===== config.mk =====
export PLATFORM = sky130hd
export DESIGN_NAME = ibex_rf_wr_arbiter_flat
export DESIGN_NICKNAME = d
export VERILOG_FILES = /design/src/rtl/ibex_rf_wr_arbiter_if.sv /design/src/rtl/ibex_rf_wr_arbiter.sv /design/src/flat_wrapper.sv
export SDC_FILE = /design/constraint.sdc
export NUM_CORES = 1
export LEC_CHECK = 0
export ABC_CLOCK_PERIOD_IN_PS = 3700
export CAP_MARGIN = 25
export CORE_ASPECT_RATIO = 0.6
export CORE_MARGIN = 1
export CORE_UTILIZATION = 40
export CTS_BUF_LIST = sky130_fd_sc_hd__clkbuf_8
export CTS_CLUSTER_DIAMETER = 200
export DETAILED_ROUTE_END_ITERATION = 12
export DONT_BUFFER_PORTS = 1
export RECOVER_POWER = 25
export SYNTH_ARGS = -nofsm -noshare
export SYNTH_HDL_FRONTEND = slang
export SYNTH_SLANG_ARGS = --single-unit

===== constraint.sdc =====
create_clock -name clk_i -period 3.7 [get_ports clk_i]
set_clock_uncertainty 0.1 [all_clocks]
set_input_delay 0 -clock clk_i [delete_from_list [all_inputs] [get_ports clk_i]]
set_output_delay 0 -clock clk_i [all_outputs]
set_load 0.005 [all_outputs]

===== src/rtl/ibex_rf_wr_arbiter_if.sv =====
// Handshake bundle between the three RF write producers, the ID read ports and the write arbiter.
// The slave modport is the arbiter's view; the master modport is the producer/ID/RF side.
interface ibex_rf_wr_arbiter_if;
    logic        lsu_we_i;
    logic [4:0]  lsu_waddr_i;
    logic [31:0] lsu_wdata_i;
    logic        ex_valid_i;
    logic        ex_ready_o;
    logic [4:0]  ex_waddr_i;
    logic [31:0] ex_wdata_i;
    logic        aux_valid_i;
    logic        aux_ready_o;
    logic [4:0]  aux_waddr_i;
    logic [31:0] aux_wdata_i;
    logic [4:0]  rd_addr_a_i;
    logic [4:0]  rd_addr_b_i;
    logic        hazard_a_o;
    logic        hazard_b_o;
    logic        rf_we_o;
    logic [4:0]  rf_waddr_o;
    logic [31:0] rf_wdata_o;

    modport slave (
        input  lsu_we_i, lsu_waddr_i, lsu_wdata_i,
        input  ex_valid_i, ex_waddr_i, ex_wdata_i,
        input  aux_valid_i, aux_waddr_i, aux_wdata_i,
        input  rd_addr_a_i, rd_addr_b_i,
        output ex_ready_o, aux_ready_o, hazard_a_o, hazard_b_o,
        output rf_we_o, rf_waddr_o, rf_wdata_o
    );

    modport master (
        output lsu_we_i, lsu_waddr_i, lsu_wdata_i,
        output ex_valid_i, ex_waddr_i, ex_wdata_i,
        output aux_valid_i, aux_waddr_i, aux_wdata_i,
        output rd_addr_a_i, rd_addr_b_i,
        input  ex_ready_o, aux_ready_o, hazard_a_o, hazard_b_o,
        input  rf_we_o, rf_waddr_o, rf_wdata_o
    );
endinterface


===== src/rtl/ibex_rf_wr_arbiter.sv =====
// Register-file write-port arbiter: LSU absolute priority, EX/AUX round-robin, registered write.
// Optional stall counters are built when IBEX_RF_WR_ARB_PERF_EN is defined.
//
// state     | meaning
// LAST_EX   | EX won the most recent EX/AUX grant; AUX wins the next tie
// LAST_AUX  | AUX won the most recent EX/AUX grant; EX wins the next tie
module ibex_rf_wr_arbiter #(
    parameter bit ResetAll   = 1'b0,
    parameter bit AuxPresent = 1'b1
) (
    input  logic                 clk_i,
    input  logic                 rst_ni,
`ifdef IBEX_RF_WR_ARB_PERF_EN
    input  logic                 perf_clr_i,
    output logic [15:0]          perf_ex_stall_o,
    output logic [15:0]          perf_aux_stall_o,
`endif
    ibex_rf_wr_arbiter_if.slave  bus
);

    typedef enum logic {LAST_EX = 1'b0, LAST_AUX = 1'b1} state_e;

    state_e      r_last_q;
    state_e      w_last_d;
    logic        w_aux_valid;
    logic        w_ex_gnt;
    logic        w_aux_gnt;
    logic        w_we_d;
    logic [4:0]  w_waddr_d;
    logic [31:0] w_wdata_d;
    logic        r_rf_we;
    logic [4:0]  r_rf_waddr;
    logic [31:0] r_rf_wdata;

    assign w_aux_valid = AuxPresent ? bus.aux_valid_i : 1'b0;

    always_ff @(posedge clk_i or negedge rst_ni) begin
        if (!rst_ni) begin
            r_last_q <= LAST_EX;
        end else begin
            r_last_q <= w_last_d;
        end
    end

    always_comb begin
        w_last_d  = r_last_q;
        w_ex_gnt  = 1'b0;
        w_aux_gnt = 1'b0;
        if (!bus.lsu_we_i) begin
            if (bus.ex_valid_i && w_aux_valid) begin
                if (r_last_q == LAST_EX) begin
                    w_aux_gnt = 1'b1;
                    w_last_d  = LAST_AUX;
                end else begin
                    w_ex_gnt  = 1'b1;
                    w_last_d  = LAST_EX;
                end
            end else if (bus.ex_valid_i) begin
                w_ex_gnt = 1'b1;
                w_last_d = LAST_EX;
            end else if (w_aux_valid) begin
                w_aux_gnt = 1'b1;
                w_last_d  = LAST_AUX;
            end
        end
    end

    assign bus.ex_ready_o  = w_ex_gnt;
    assign bus.aux_ready_o = w_aux_gnt;

    always_comb begin
        w_waddr_d = bus.lsu_waddr_i;
        w_wdata_d = bus.lsu_wdata_i;
        if (w_ex_gnt) begin
            w_waddr_d = bus.ex_waddr_i;
            w_wdata_d = bus.ex_wdata_i;
        end else if (w_aux_gnt) begin
            w_waddr_d = bus.aux_waddr_i;
            w_wdata_d = bus.aux_wdata_i;
        end
    end

    // x0 grants still complete the handshake but never reach the register file
    assign w_we_d = (bus.lsu_we_i || w_ex_gnt || w_aux_gnt) && (w_waddr_d != 5'd0);

    always_ff @(posedge clk_i or negedge rst_ni) begin
        if (!rst_ni) begin
            r_rf_we <= 1'b0;
        end else begin
            r_rf_we <= w_we_d;
        end
    end

    generate
        if (ResetAll) begin : g_data_rst
            always_ff @(posedge clk_i or negedge rst_ni) begin
                if (!rst_ni) begin
                    r_rf_waddr <= 5'd0;
                    r_rf_wdata <= 32'd0;
                end else if (w_we_d) begin
                    r_rf_waddr <= w_waddr_d;
                    r_rf_wdata <= w_wdata_d;
                end
            end
        end else begin : g_data_norst
            always_ff @(posedge clk_i) begin
                if (w_we_d) begin
                    r_rf_waddr <= w_waddr_d;
                    r_rf_wdata <= w_wdata_d;
                end
            end
        end
    endgenerate

    assign bus.rf_we_o    = r_rf_we;
    assign bus.rf_waddr_o = r_rf_waddr;
    assign bus.rf_wdata_o = r_rf_wdata;

    logic w_ex_wait;
    logic w_aux_wait;
    assign w_ex_wait  = bus.ex_valid_i & ~w_ex_gnt;
    assign w_aux_wait = w_aux_valid & ~w_aux_gnt;

    assign bus.hazard_a_o = (bus.rd_addr_a_i != 5'd0) &&
                            ((w_ex_wait  && (bus.ex_waddr_i  == bus.rd_addr_a_i)) ||
                             (w_aux_wait && (bus.aux_waddr_i == bus.rd_addr_a_i)));
    assign bus.hazard_b_o = (bus.rd_addr_b_i != 5'd0) &&
                            ((w_ex_wait  && (bus.ex_waddr_i  == bus.rd_addr_b_i)) ||
                             (w_aux_wait && (bus.aux_waddr_i == bus.rd_addr_b_i)));

`ifdef IBEX_RF_WR_ARB_PERF_EN
    logic [15:0] r_perf_ex;
    logic [15:0] r_perf_aux;

    always_ff @(posedge clk_i or negedge rst_ni) begin
        if (!rst_ni) begin
            r_perf_ex  <= 16'd0;
            r_perf_aux <= 16'd0;
        end else if (perf_clr_i) begin
            r_perf_ex  <= 16'd0;
            r_perf_aux <= 16'd0;
        end else begin
            if (w_ex_wait && (r_perf_ex != 16'hFFFF)) begin
                r_perf_ex <= r_perf_ex + 16'd1;
            end
            if (w_aux_wait && (r_perf_aux != 16'hFFFF)) begin
                r_perf_aux <= r_perf_aux + 16'd1;
            end
        end
    end

    assign perf_ex_stall_o  = r_perf_ex;
    assign perf_aux_stall_o = r_perf_aux;
`endif

`ifndef SYNTHESIS
    always_ff @(posedge clk_i) begin
        if (rst_ni) begin
            assert ($onehot0({bus.lsu_we_i, w_ex_gnt, w_aux_gnt}));
        end
    end
`endif

endmodule


===== src/flat_wrapper.sv =====
// flat-port wrapper written by rule: the top's interface ports become plain ports
module ibex_rf_wr_arbiter_flat 
#(
    parameter bit ResetAll   = 1'b0,
    parameter bit AuxPresent = 1'b1
)
  (clk_i, rst_ni, bus_lsu_we_i, bus_lsu_waddr_i, bus_lsu_wdata_i, bus_ex_valid_i, bus_ex_waddr_i, bus_ex_wdata_i, bus_aux_valid_i, bus_aux_waddr_i, bus_aux_wdata_i, bus_rd_addr_a_i, bus_rd_addr_b_i, bus_ex_ready_o, bus_aux_ready_o, bus_hazard_a_o, bus_hazard_b_o, bus_rf_we_o, bus_rf_waddr_o, bus_rf_wdata_o);
  ibex_rf_wr_arbiter_if bus_i ();
  input  logic clk_i;
  input  logic rst_ni;
  input wire logic [$bits(bus_i.lsu_we_i)-1:0] bus_lsu_we_i;
  input wire logic [$bits(bus_i.lsu_waddr_i)-1:0] bus_lsu_waddr_i;
  input wire logic [$bits(bus_i.lsu_wdata_i)-1:0] bus_lsu_wdata_i;
  input wire logic [$bits(bus_i.ex_valid_i)-1:0] bus_ex_valid_i;
  input wire logic [$bits(bus_i.ex_waddr_i)-1:0] bus_ex_waddr_i;
  input wire logic [$bits(bus_i.ex_wdata_i)-1:0] bus_ex_wdata_i;
  input wire logic [$bits(bus_i.aux_valid_i)-1:0] bus_aux_valid_i;
  input wire logic [$bits(bus_i.aux_waddr_i)-1:0] bus_aux_waddr_i;
  input wire logic [$bits(bus_i.aux_wdata_i)-1:0] bus_aux_wdata_i;
  input wire logic [$bits(bus_i.rd_addr_a_i)-1:0] bus_rd_addr_a_i;
  input wire logic [$bits(bus_i.rd_addr_b_i)-1:0] bus_rd_addr_b_i;
  output wire logic [$bits(bus_i.ex_ready_o)-1:0] bus_ex_ready_o;
  output wire logic [$bits(bus_i.aux_ready_o)-1:0] bus_aux_ready_o;
  output wire logic [$bits(bus_i.hazard_a_o)-1:0] bus_hazard_a_o;
  output wire logic [$bits(bus_i.hazard_b_o)-1:0] bus_hazard_b_o;
  output wire logic [$bits(bus_i.rf_we_o)-1:0] bus_rf_we_o;
  output wire logic [$bits(bus_i.rf_waddr_o)-1:0] bus_rf_waddr_o;
  output wire logic [$bits(bus_i.rf_wdata_o)-1:0] bus_rf_wdata_o;
  assign bus_i.lsu_we_i = bus_lsu_we_i;
  assign bus_i.lsu_waddr_i = bus_lsu_waddr_i;
  assign bus_i.lsu_wdata_i = bus_lsu_wdata_i;
  assign bus_i.ex_valid_i = bus_ex_valid_i;
  assign bus_i.ex_waddr_i = bus_ex_waddr_i;
  assign bus_i.ex_wdata_i = bus_ex_wdata_i;
  assign bus_i.aux_valid_i = bus_aux_valid_i;
  assign bus_i.aux_waddr_i = bus_aux_waddr_i;
  assign bus_i.aux_wdata_i = bus_aux_wdata_i;
  assign bus_i.rd_addr_a_i = bus_rd_addr_a_i;
  assign bus_i.rd_addr_b_i = bus_rd_addr_b_i;
  assign bus_ex_ready_o = bus_i.ex_ready_o;
  assign bus_aux_ready_o = bus_i.aux_ready_o;
  assign bus_hazard_a_o = bus_i.hazard_a_o;
  assign bus_hazard_b_o = bus_i.hazard_b_o;
  assign bus_rf_we_o = bus_i.rf_we_o;
  assign bus_rf_waddr_o = bus_i.rf_waddr_o;
  assign bus_rf_wdata_o = bus_i.rf_wdata_o;
  ibex_rf_wr_arbiter #(.ResetAll(ResetAll), .AuxPresent(AuxPresent)) u_core (.clk_i(clk_i), .rst_ni(rst_ni), .bus(bus_i));
endmodule

* Yosys cells after proc, flatten, opt, wreduce, memory -nomap -nowiden
Index checks and enable logic that the tools add are counted.
Word-level totals: register bits 39, output and inout port bits 42, input port bits 126, logic and storage cells 46
Operators by class: reductions and logical operators 17, equality and inequality tests 4, bitwise gates (word level) 5, multiplexer cells 16
Operators with widths (number):
- 32-bit 2-to-1 mux | 2
- 5-bit equality test | 4
- 5-bit nonzero test | 3
- 1-bit 2-to-1 mux | 12
- 5-bit 2-to-1 mux | 2
- 1-bit logical AND | 8
- 1-bit logical OR | 4
- 1-bit inverter | 3
- 3-bit nonzero test | 1
- 1-bit bitwise AND | 2
- 2-bit AND reduction | 1

* Depth between registers and ports, before layout
Gate-level depths: netlist of run 1.
depth after elaboration 9, gate-level depth with buffers 8, mapped depth without buffers 6

* Worst setup path after synthesis of run 1
No wires, ideal clock.
kind register to register, from register u_core.r_last_q, to register u_core.r_rf_waddr[0] (netlist: u_core.bus.rf_waddr_o[0]) (enable), buffers on the path 2, setup slack 1358 ps, clock period less this slack 2342 ps, data arrival time 1864 ps, setup time 378 ps, required time 3222 ps, cell stages (with the launch flop) 9, cells stage by stage dfrtp_1 > and2b_4 > or2_1 > buf_6 > inv_1 > buf_2 > nand2_1 > o21ai_1 > o32a_2
Between the ends: cells in the longest elaborated chain, start to end 7, elaborated cells between the ends (all ways) 12, those cells by class mux (8); reduce/logical (4)
RTL lines:
- start, declared | line ibex_rf_wr_arbiter.sv:23 | state_e r_last_q;
- start signal, assigned | line ibex_rf_wr_arbiter.sv:41 | r_last_q <= w_last_d;
- 1-bit 2-to-1 mux | line ibex_rf_wr_arbiter.sv:51 | if (r_last_q == LAST_EX) begin
- 1-bit 2-to-1 mux | line ibex_rf_wr_arbiter.sv:50 | if (bus.ex_valid_i && w_aux_valid) begin
- 1-bit 2-to-1 mux | line ibex_rf_wr_arbiter.sv:49 | if (!bus.lsu_we_i) begin
- 5-bit 2-to-1 mux | line ibex_rf_wr_arbiter.sv:77 | end else if (w_aux_gnt) begin
- 5-bit 2-to-1 mux * | line ibex_rf_wr_arbiter.sv:74 | if (w_ex_gnt) begin
- via u_core.w_waddr_d[2] | line ibex_rf_wr_arbiter.sv:29 | logic [4:0] w_waddr_d;
- 5-bit nonzero test * | line ibex_rf_wr_arbiter.sv:84 | assign w_we_d = (bus.lsu_we_i || w_ex_gnt || w_aux_gnt) && (w_waddr_d != 5'd0);
- 1-bit logical AND * | line ibex_rf_wr_arbiter.sv:84
- via u_core.w_we_d | line ibex_rf_wr_arbiter.sv:28 | logic w_we_d;
- end signal, assigned | line ibex_rf_wr_arbiter.sv:108 | r_rf_waddr <= w_waddr_d;
- end, declared | line ibex_rf_wr_arbiter.sv:32 | logic [4:0] r_rf_waddr;
Mark *: on every way through the listed nets, which the timed path passes. The rest lies on a longest branch. A chain may end at the register's enable or synchronous reset.

* Worst setup path after layout of run 1
from register u_core.r_last_q, to register u_core.r_rf_wdata[10] (netlist: u_core.bus.rf_wdata_o[10]) (data pin)
Between the ends: elaborated cells between the ends (all ways) 8, those cells by class mux (8)
RTL lines:
- 1-bit 2-to-1 mux | line ibex_rf_wr_arbiter.sv:51
- 1-bit 2-to-1 mux | line ibex_rf_wr_arbiter.sv:50
- 1-bit 2-to-1 mux | line ibex_rf_wr_arbiter.sv:49
- via bus_ex_ready_o | line flat_wrapper.sv:22 | output wire logic [$bits(bus_i.ex_ready_o)-1:0] bus_ex_ready_o;
- 32-bit 2-to-1 mux | line ibex_rf_wr_arbiter.sv:74
- via u_core.w_wdata_d[10] | line ibex_rf_wr_arbiter.sv:30 | logic [31:0] w_wdata_d;
- end signal, assigned | line ibex_rf_wr_arbiter.sv:109 | r_rf_wdata <= w_wdata_d;
- end, declared | line ibex_rf_wr_arbiter.sv:33 | logic [31:0] r_rf_wdata;
The timed path passes the listed nets, and every way through them passes these cells.

==> results.json, run 1 <==
{
  "status": "finished, final reports clean",
  "grt-ovfl-total": 0,
  "start_kind": "flip-flop",
  "numCtsBuffers": 5,
  "seqPwrFrac_pct": 54.0,
  "cts_root_buffer": "clkbuf_8",
  "worstReg2RegEnd": "u_core.bus.rf_wdata_o[10]",
  "hold_depth": 2,
  "hold_path.class": "input pin to flip-flop",
  "switching_share_pct": 24.8,
  "syn_inst": 213,
  "diodes": 0,
  "cts_hold_buf": 78,
  "dp_cells": 280,
  "ys_top_cells_by_count": "edfxtp_1, o21ai_0, nand2_1",
  "grt_pass1_wl_um": 9490,
  "pre_cts_ws_ps": 922,
  "path_clk_slew_ps": 70,
  "async_reset_ff_share_pct": 5.13,
  "combPwrFrac_pct": 22.5,
  "place_area_um2": 2330,
  "timing.setup.tns_ps": 0,
  "switching_power_mw": 0.275,
  "netlist.area_leader.share_pct": 48.6,
  "clkPwrFrac_pct": 23.5,
  "dp_hpwl_um": 4250,
  "crit_end": "u_core.bus.rf_wdata_o[10]",
  "ir_drop_uv": 190,
  "internal_power_mw": 0.833,
  "post-cts-setup-buffer-count": 0,
  "synth-edff-count": 37,
  "std_cell_rows": 20,
  "yosysUniqueCellTypes": 28,
  "first_global_vias": 1861,
  "dr.pass1.iters": 4,
  "synth_largest_area_cell": "edfxtp_1",
  "final_cells": 366,
  "setup_viol": 0,
  "arrival_ps": 2750,
  "core_area_um2": 5280,
  "synth-seq-cells": 39,
  "grt_max_degree": 41,
  "ys_seq_area_share_pct": 50.8,
  "routed_wl_um": 6620,
  "cts_buffer_depth": 2,
  "final_nets": 414,
  "die-height_um": 60.5,
  "fp.dieW_um": 99.6,
  "ys.flop_type": "edfxtp_1",
  "fin_area_um2": 3200,
  "drt_iter0_markers": 85,
  "p_per_area_nw_per_um2": 347,
  "clock_sinks": 39,
  "pin_count": 168,
  "avgSynthCellArea_um2": 10.7,
  "drv_cap": 0,
  "final.period_utilization_pct": 76.3,
  "ys_top_cells_by_area": "edfxtp_1, mux2i_1, o21ai_0",
  "initial_core_util_pct": 43.3,
  "fin_util_pct": 60.5,
  "startpoint": "u_core.r_last_q",
  "htreeDepth": 2,
  "relSlewSlack_pct": 39.9,
  "power_mw": 1.11,
  "antenna_found_initial": 0,
  "portBuffers": 0,
  "wl_per_cell_um": 18.1,
  "synth-warning-count": 0,
  "drt-vias-per-instance": 5.36,
  "dieArea_um2": 6030,
  "end_kind": "flip-flop",
  "fmax_ghz": 0.354,
  "finalHoldWorstSlack_ps": 11.0,
  "cts_tree": "done",
  "final_layout_size_suffix_gt1_share_pct": 4.84,
  "reg2reg_depth": 6,
  "vias": 1960,
  "rsz0062_at_grt": "no",
  "netlist_area_um2": 2280,
  "reg2reg_slack_ps": 880,
  "reg2reg_from": "u_core.r_last_q",
  "clk_latency_ps": 280,
  "worst_slack_ps": 876,
  "p_leak_nw": 1.30,
  "cp_max_fo": 40,
  "antenna_left": 0,
  "drc": 0,
  "critPathKind": "flip-flop to flip-flop",
  "routabilityCongestion": 0.911,
  "slew_viol_final": 0,
  "ctsResizeCount": 0,
  "fin_crit_ps": 2820,
  "yosysMostFrequentCell": "edfxtp_1",
  "worstMarginPinSlew_ps": 901,
  "track_usage_pct": 21.3,
  "area_growth_syn_to_layout_pct": 39.9,
  "syn-num-nets": 339,
  "required_ps": 3630,
  "final_hold_viol_count": 0
}
-- sequential cells by signal, summed over array words and instances (netlist names) --
signal / count
u_core.bus.rf_waddr_o: 5
u_core.r_last_q: 1
u_core.bus.rf_we_o: 1
u_core.bus.rf_wdata_o: 32
-- cells in the final DEF, fill, tap and decap left out --
master         Yosys  final
clkbuf_8           0      5
clkinv_1           0      2
edfxtp_1          37     37
buf_4              0      2
inv_1              2      2
nand2_1           35     35
o22a_1             2      2
dfrtp_1            2      2
o21ai_0           36     36
nand3_1            5      5
xor2_1            14     14
a31oi_1            3      3
nor2b_1            1      1
o21ai_2            1      1
and2b_4            1      1
or2_1              1      1
and2_2             1      1
nor4_1             3      3
a31oi_2            1      1
xnor2_1            6      6
dlygate4sd3_1      0     78
o21ai_1            1      1
nand4_1            3      3
nor3_1             6      6
nand2b_1           2      2
inv_2              0      1
o32a_2             1      1
or4_1              3      3
mux2i_1           33     33
nand2_2            1      1
-- cell families after synthesis --
group / after synthesis / synth area share [%]
multiplexers: 33 / 14.5
buffers and inverters: 14 / 3.01
flip-flops: 39 / 50.8
XOR/XNOR: 20 / 7.67
AO/OA/AOI/OAI: 45 / 11.1
AND/OR/NAND/NOR: 62 / 12.9
-- critical path: stages (launching register included) --
cell,delay (ps)
dfrtp_1,400
and2b_4,220
or2_1,310
inv_2,350
buf_4,410
o21ai_0,180
dlygate4sd3_1,590
-- layout make-up --
class	count	area, µm²
multi-input cells	160	1050
clock buffers	5	68.8
repair buffers	80	796
flip-flops and latches	39	1160
inverters	2	7.51
fillers	421	2080
clock inverters	3	11.3
well taps	77	96.3
-- per-layer routing --
metal  vias up  global-route usage [%]  wire (µm)
met1       902                    25.8       2710
met3         6                    7.60        684
met2       123                    37.8       3160
li1        929                       -          -
met4         0                    3.99         68
met5         -                       0          0
-- how the worst min path moves through the flow --
stage / from / end / slack (ps)
6_report: bus_aux_wdata_i[0] / u_core.bus.rf_wdata_o[0] / 10
5_1_grt: bus_aux_wdata_i[0] / u_core.bus.rf_wdata_o[0] / 20
4_1_cts: bus_aux_wdata_i[0] / u_core.bus.rf_wdata_o[0] / 6
3_5_place_dp: rst_ni / u_core.bus.rf_we_o / -400
3_3_place_gp: rst_ni / u_core.bus.rf_we_o / -400
2_1_floorplan: rst_ni / u_core.bus.rf_we_o / -400
-- power by group through the flow --
stage	registers [mW]	logic (mW)	clock network, mW
floorplan	0.592	0.120	0
global placement	0.609	0.140	0
detailed placement	0.608	0.144	0
CTS	0.599	0.244	0.274
global route	0.604	0.273	0.287
finish	0.598	0.250	0.260
Note: power is estimated with default switching activity, not from simulation.
==> run 2: changes to the inputs <==
--- a/config.mk
+++ b/config.mk
@@ -5,7 +5,7 @@
 export SDC_FILE = /design/constraint.sdc
 export NUM_CORES = 1
 export LEC_CHECK = 0
-export ABC_CLOCK_PERIOD_IN_PS = 3700
+export ABC_CLOCK_PERIOD_IN_PS = 2550
 export CAP_MARGIN = 25
 export CORE_ASPECT_RATIO = 0.6
 export CORE_MARGIN = 1
==> constraint.sdc (replaced) <==
create_clock -name clk_i -period 2.55 [get_ports clk_i]
set_clock_uncertainty 0.1 [all_clocks]
set_input_delay 0 -clock clk_i [delete_from_list [all_inputs] [get_ports clk_i]]
set_output_delay 0 -clock clk_i [all_outputs]
set_load 0.005 [all_outputs]
==> run 2 against run 1 <==
Against the previous run:
- global-route usage is 0.057 points lower
- register-to-register slack worse by 690 ps
- hold slack better by 13 ps
- die area unchanged
- sequential cell count unchanged
- non-clock buffer count increased by 2
- combinational power up 46%
- worst setup slack got worse by 690 ps
- clock-buffer cell count did not move
- sequential power is 45% higher
- critical endpoint is now u_core.bus.rf_wdata_o[29]
- largest power group unchanged
- highest routed layer unchanged
==> results.json, run 2 (synthesis gave the netlist of run 1 again) <==
{
  "ir_drop_uv": 213,
  "portBuffers": 0,
  "dp_hpwl_um": 4410,
  "diodes": 0,
  "cts_tree": "done",
  "internal_power_mw": 1.21,
  "switching_share_pct": 24.9,
  "slew_viol_final": 0,
  "routabilityCongestion": 0.850,
  "antenna_found_initial": 0,
  "core_area_um2": 5280,
  "initial_core_util_pct": 43.3,
  "max_stage_delay_ps": 550,
  "end_kind": "flip-flop",
  "antenna_left": 0,
  "final.period_utilization_pct": 92.7,
  "grt_pass1_wl_um": 9410,
  "drv_cap": 0,
  "vias": 1973,
  "required_ps": 2480,
  "first_global_vias": 1853,
  "rsz0062_at_grt": "no",
  "numCtsBuffers": 5,
  "fin_area_um2": 3220,
  "final_layout_size_suffix_gt1_share_pct": 6.53,
  "arrival_ps": 2300,
  "worst-path-buf-inv": 2,
  "pin_count": 168,
  "clkPwrFrac_pct": 23.6,
  "timing.setup.tns_ps": 0,
  "cts_root_buffer": "clkbuf_8",
  "clock_sinks": 39,
  "combPwrFrac_pct": 22.7,
  "fin_util_pct": 61.0,
  "hold_path.class": "input pin to flip-flop",
  "drt-vias-per-instance": 5.36,
  "cts_buffer_depth": 2,
  "final_nets": 416,
  "slowest_stage": "dlygate4sd3_1",
  "fmax_ghz": 0.423,
  "htreeDepth": 2,
  "grt_max_degree": 41,
  "place_area_um2": 2360,
  "relSlewSlack_pct": 71.0,
  "mostFrequentLayoutCell": "dlygate4sd3_1",
  "p_per_area_nw_per_um2": 502,
  "path_clk_slew_ps": 70,
  "final_hold_viol_count": 0,
  "status": "finished, final reports clean",
  "multi_input_area_um2": 1060,
  "cp_cell_sequence": "nand2_1 > nand2_2 > buf_6 > mux2i_1 > o21ai_0 > dlygate4sd3_1",
  "grt-ovfl-total": 0,
  "track_usage_pct": 21.2,
  "dieArea_um2": 6030,
  "routed_wl_um": 6620,
  "critPathKind": "flip-flop to flip-flop",
  "area_growth_syn_to_layout_pct": 40.9,
  "fin_crit_ps": 2360,
  "p_leak_nw": 1.32,
  "cp_max_fo": 35,
  "drc": 0,
  "post-cts-setup-buffer-count": 0,
  "switching_power_mw": 0.403,
  "fill_cells": 433,
  "wl_per_cell_um": 18.0,
  "std_cell_rows": 20,
  "die-height_um": 60.5,
  "path_delay_family": "buffers and inverters",
  "worstMarginPinSlew_ps": 434,
  "clk_latency_ps": 270,
  "largest_register_ff_count": 32,
  "power_mw": 1.62,
  "ff_latch_area_um2": 1160,
  "start_kind": "flip-flop",
  "seqPwrFrac_pct": 53.7,
  "fp.dieW_um": 99.6,
  "drt_iter0_markers": 143,
  "final_cell_mix": "dlygate4sd3_1, edfxtp_1, o21ai_0",
  "setup_viol": 0,
  "dr.pass1.iters": 4
}
run 2: cell types whose count changed in the layout (fill, tap and decap cells not counted):
cell / delta
clkinv_2: +1
buf_4: +1
or2_4: +1
or2_1: -1
inv_1: +1
dlygate4sd3_1: -1
buf_6: +2
clkinv_1: -2
run 2: worst paths after layout:
| path | from | end | slack (ps) | cells past startpoint |
|---|---|---|---|---|
| min in group asynchronous | rst_ni | u_core.r_last_q | 390 | 2 |
| worst max register to register | u_core.r_last_q | u_core.bus.rf_wdata_o[29] | 190 | 6 |
| worst min register to register | u_core.r_last_q | u_core.r_last_q | 990 | 2 |
| worst min-delay path | bus_aux_wdata_i[1] | u_core.bus.rf_wdata_o[1] | 20 | 2 |
| max in group asynchronous | rst_ni | u_core.bus.rf_we_o | 1840 | 2 |
| worst max-delay path | u_core.r_last_q | u_core.bus.rf_wdata_o[29] | 190 | 6 |
run 2: metrics by stage:
| stage | hold WS, ps | std cells | setup WS (ps) |
|---|---|---|---|
| 2_1_floorplan | -396 | 213 | 208 |
| 3_3_place_gp | -396 | 283 | 135 |
| 3_5_place_dp | -396 | 283 | 60.2 |
| 4_1_cts | 1.91 | 368 | 77.5 |
| 5_1_grt | 33.3 | 368 | 54.2 |
| 6_report | 23.5 | 368 | 186 |
run 2: layout make-up:
| class | instances | area share (%) |
|---|---|---|
| multi-input combinational | 160 | 32.8 |
| clock buffer | 5 | 2.14 |
| clock inverter | 3 | 0.389 |
| timing repair buffer | 82 | 25.3 |
| inverter | 2 | 0.233 |
| tap | 77 | 2.99 |
| sequential | 39 | 36.1 |
run 2: repair_timing:
action | 4_1_cts | 5_1_grt
gates resized for setup | 0 | 3
setup endpoints to repair | 0 | 54
hold endpoints to repair | 40 | 0
hold buffers | 77 | 0
run 2: power groups by stage:
stage	Clock (mW)	Sequential [mW]	Combinational [mW]
floorplan	0	0.858	0.174
global placement	0	0.883	0.208
detailed placement	0	0.882	0.215
CTS	0.398	0.869	0.357
global route	0.426	0.878	0.400
finish	0.382	0.868	0.366
run 2: worst reg2reg max path, stage by stage (launching register included):
cell and delay, ps:
dfrtp_1 390, nand2_1 170, nand2_2 140, buf_6 380, mux2i_1 300, o21ai_0 90, dlygate4sd3_1 550
run 2: per-layer routing:
layer	global-route usage, %	vias up	wire length, µm
li1	-	935	-
met1	25.7	891	2720
met2	35.8	133	3080
met3	7.26	14	683
met4	8.82	0	138
met5	0	-	0
==> run 3: changes to the inputs <==
--- a/config.mk
+++ b/config.mk
@@ -5,7 +5,7 @@
 export SDC_FILE = /design/constraint.sdc
 export NUM_CORES = 1
 export LEC_CHECK = 0
-export ABC_CLOCK_PERIOD_IN_PS = 2550
+export ABC_CLOCK_PERIOD_IN_PS = 2200
 export CAP_MARGIN = 25
 export CORE_ASPECT_RATIO = 0.6
 export CORE_MARGIN = 1
==> constraint.sdc (replaced) <==
create_clock -name clk_i -period 2.2 [get_ports clk_i]
set_clock_uncertainty 0.1 [all_clocks]
set_input_delay 0 -clock clk_i [delete_from_list [all_inputs] [get_ports clk_i]]
set_output_delay 0 -clock clk_i [all_outputs]
set_load 0.005 [all_outputs]
==> run 3 against run 2 <==
Against the previous run:
- the run now fails in clock tree synthesis (4_1_cts)
- area after synthesis unchanged
- synthesized cell count unchanged
==> results.json, run 3 <==
{
  "status": "stopped before the end",
  "lastStage": "clock tree synthesis (4_1_cts)",
  "toolErrorMsg": "[ERROR RSZ-0060] Max buffer count reached.",
  "cts_buffer_depth": 2,
  "die-height_um": 60.5,
  "post-cts-setup-buffer-count": 0,
  "htreeDepth": 2,
  "initial_core_util_pct": 43.3,
  "ctsResizeCount": 5,
  "yosysMostFrequentCell": "edfxtp_1",
  "syn-num-nets": 339,
  "avgSynthCellArea_um2": 10.7,
  "netlist.area_leader.share_pct": 48.6,
  "pin_count": 168,
  "ys.flop_type": "edfxtp_1",
  "cts_hold_buf": 101,
  "netlist_area_um2": 2280,
  "synth-seq-cells": 39,
  "cts_root_buffer": "clkbuf_8",
  "routabilityCongestion": 0.855,
  "fp.dieW_um": 99.6,
  "ys_top_cells_by_area": "edfxtp_1, mux2i_1, o21ai_0",
  "synth_largest_area_cell": "edfxtp_1",
  "ys_top_cells_by_count": "edfxtp_1, o21ai_0, nand2_1",
  "async_reset_ff_share_pct": 5.13,
  "synth-warning-count": 0,
  "syn_inst": 213,
  "portBuffers": 0,
  "numCtsBuffers": 5,
  "dp_cells": 289,
  "std_cell_rows": 20,
  "dp_hpwl_um": 4190,
  "yosysUniqueCellTypes": 28,
  "ys_seq_area_share_pct": 50.8,
  "clock_sinks": 39,
  "synth-edff-count": 37
}
==> run 3: metrics by stage <==
step / area [µm²] / worst slack (ps) / utilization [%]
2_1_floorplan: 2300 / -29.8 / -
3_3_place_gp: 2440 / -27.1 / 46.2
3_5_place_dp: 2440 / -73.3 / 46.2
==> run 3: kinds of logic after synthesis <==
family | Yosys count | synth area share (%)
AO/OA/AOI/OAI | 45 | 11.1
AND/OR/NAND/NOR | 62 | 12.9
flip-flops | 39 | 50.8
multiplexers | 33 | 14.5
buffers and inverters | 14 | 3.01
XOR/XNOR | 20 | 7.67
==> run 4: changes to the inputs <==
--- a/config.mk
+++ b/config.mk
@@ -7,13 +7,11 @@
 export LEC_CHECK = 0
 export ABC_CLOCK_PERIOD_IN_PS = 2200
 export CAP_MARGIN = 25
-export CORE_ASPECT_RATIO = 0.6
 export CORE_MARGIN = 1
-export CORE_UTILIZATION = 40
-export CTS_BUF_LIST = sky130_fd_sc_hd__clkbuf_8
-export CTS_CLUSTER_DIAMETER = 200
+export CORE_UTILIZATION = 25
 export DETAILED_ROUTE_END_ITERATION = 12
 export DONT_BUFFER_PORTS = 1
+export PLACE_DENSITY_LB_ADDON = 0.15
 export RECOVER_POWER = 25
 export SYNTH_ARGS = -nofsm -noshare
 export SYNTH_HDL_FRONTEND = slang
==> run 4 against run 3 <==
Against the previous run:
- the flow again stops in clock tree synthesis (4_1_cts)
- synthesized cell count unchanged
- area after synthesis stayed put
==> results.json, run 4 <==
{
  "numCtsBuffers": 5,
  "pre_cts_ws_ps": -99.6,
  "synth-seq-cells": 39,
  "cts_root_buffer": "clkbuf_8",
  "netlist.area_leader.share_pct": 48.6,
  "toolErrorMsg": "[ERROR RSZ-0060] Max buffer count reached.",
  "portBuffers": 0,
  "avgSynthCellArea_um2": 10.7,
  "fp.dieW_um": 97.6,
  "lastStage": "clock tree synthesis (4_1_cts)",
  "cts_hold_buf": 101,
  "status": "stopped before the end",
  "ys_top_cells_by_count": "edfxtp_1, o21ai_0, nand2_1",
  "post-cts-setup-buffer-count": 0,
  "die-height_um": 97.6,
  "pin_count": 168,
  "ys_seq_area_share_pct": 50.8,
  "syn-num-nets": 339,
  "routabilityCongestion": 0.760,
  "synthAdderAreaFrac_pct": 0,
  "dp_hpwl_um": 4670,
  "yosysMostFrequentCell": "edfxtp_1",
  "synth_xor_area_share_pct": 7.67,
  "ys.flop_type": "edfxtp_1",
  "synth_compound_area_share_pct": 11.1,
  "htreeDepth": 2,
  "netlist_area_um2": 2280,
  "dp_cells": 320,
  "yosysUniqueCellTypes": 28,
  "initial_core_util_pct": 26.1,
  "synth-warning-count": 0,
  "synth_largest_area_cell": "edfxtp_1",
  "cts_buffer_depth": 2,
  "synth.mux.area_fraction_pct": 14.5,
  "syn_inst": 213,
  "ctsResizeCount": 3,
  "async_reset_ff_share_pct": 5.13,
  "synth_top_family_by_area": "multiplexers",
  "synth-edff-count": 37,
  "clock_sinks": 39,
  "synthSimpleGateAreaFrac_pct": 12.9,
  "std_cell_rows": 34,
  "ys_top_cells_by_area": "edfxtp_1, mux2i_1, o21ai_0"
}
## run 4: cell counts after synthesis
Identical to the previous run, type by type.
## run 4: kinds of logic after synthesis
logic type             Yosys count
AND/OR/NAND/NOR                 62
AO/OA/AOI/OAI                   45
flip-flops                      39
multiplexers                    33
XOR/XNOR                        20
buffers and inverters           14
## run 4: per-stage QoR
| step | util [%] | cell area (µm²) |
|---|---|---|
| detailed placement | 28.4 | 2490 |
| floorplan | - | 2300 |
| global placement | 28.4 | 2490 |
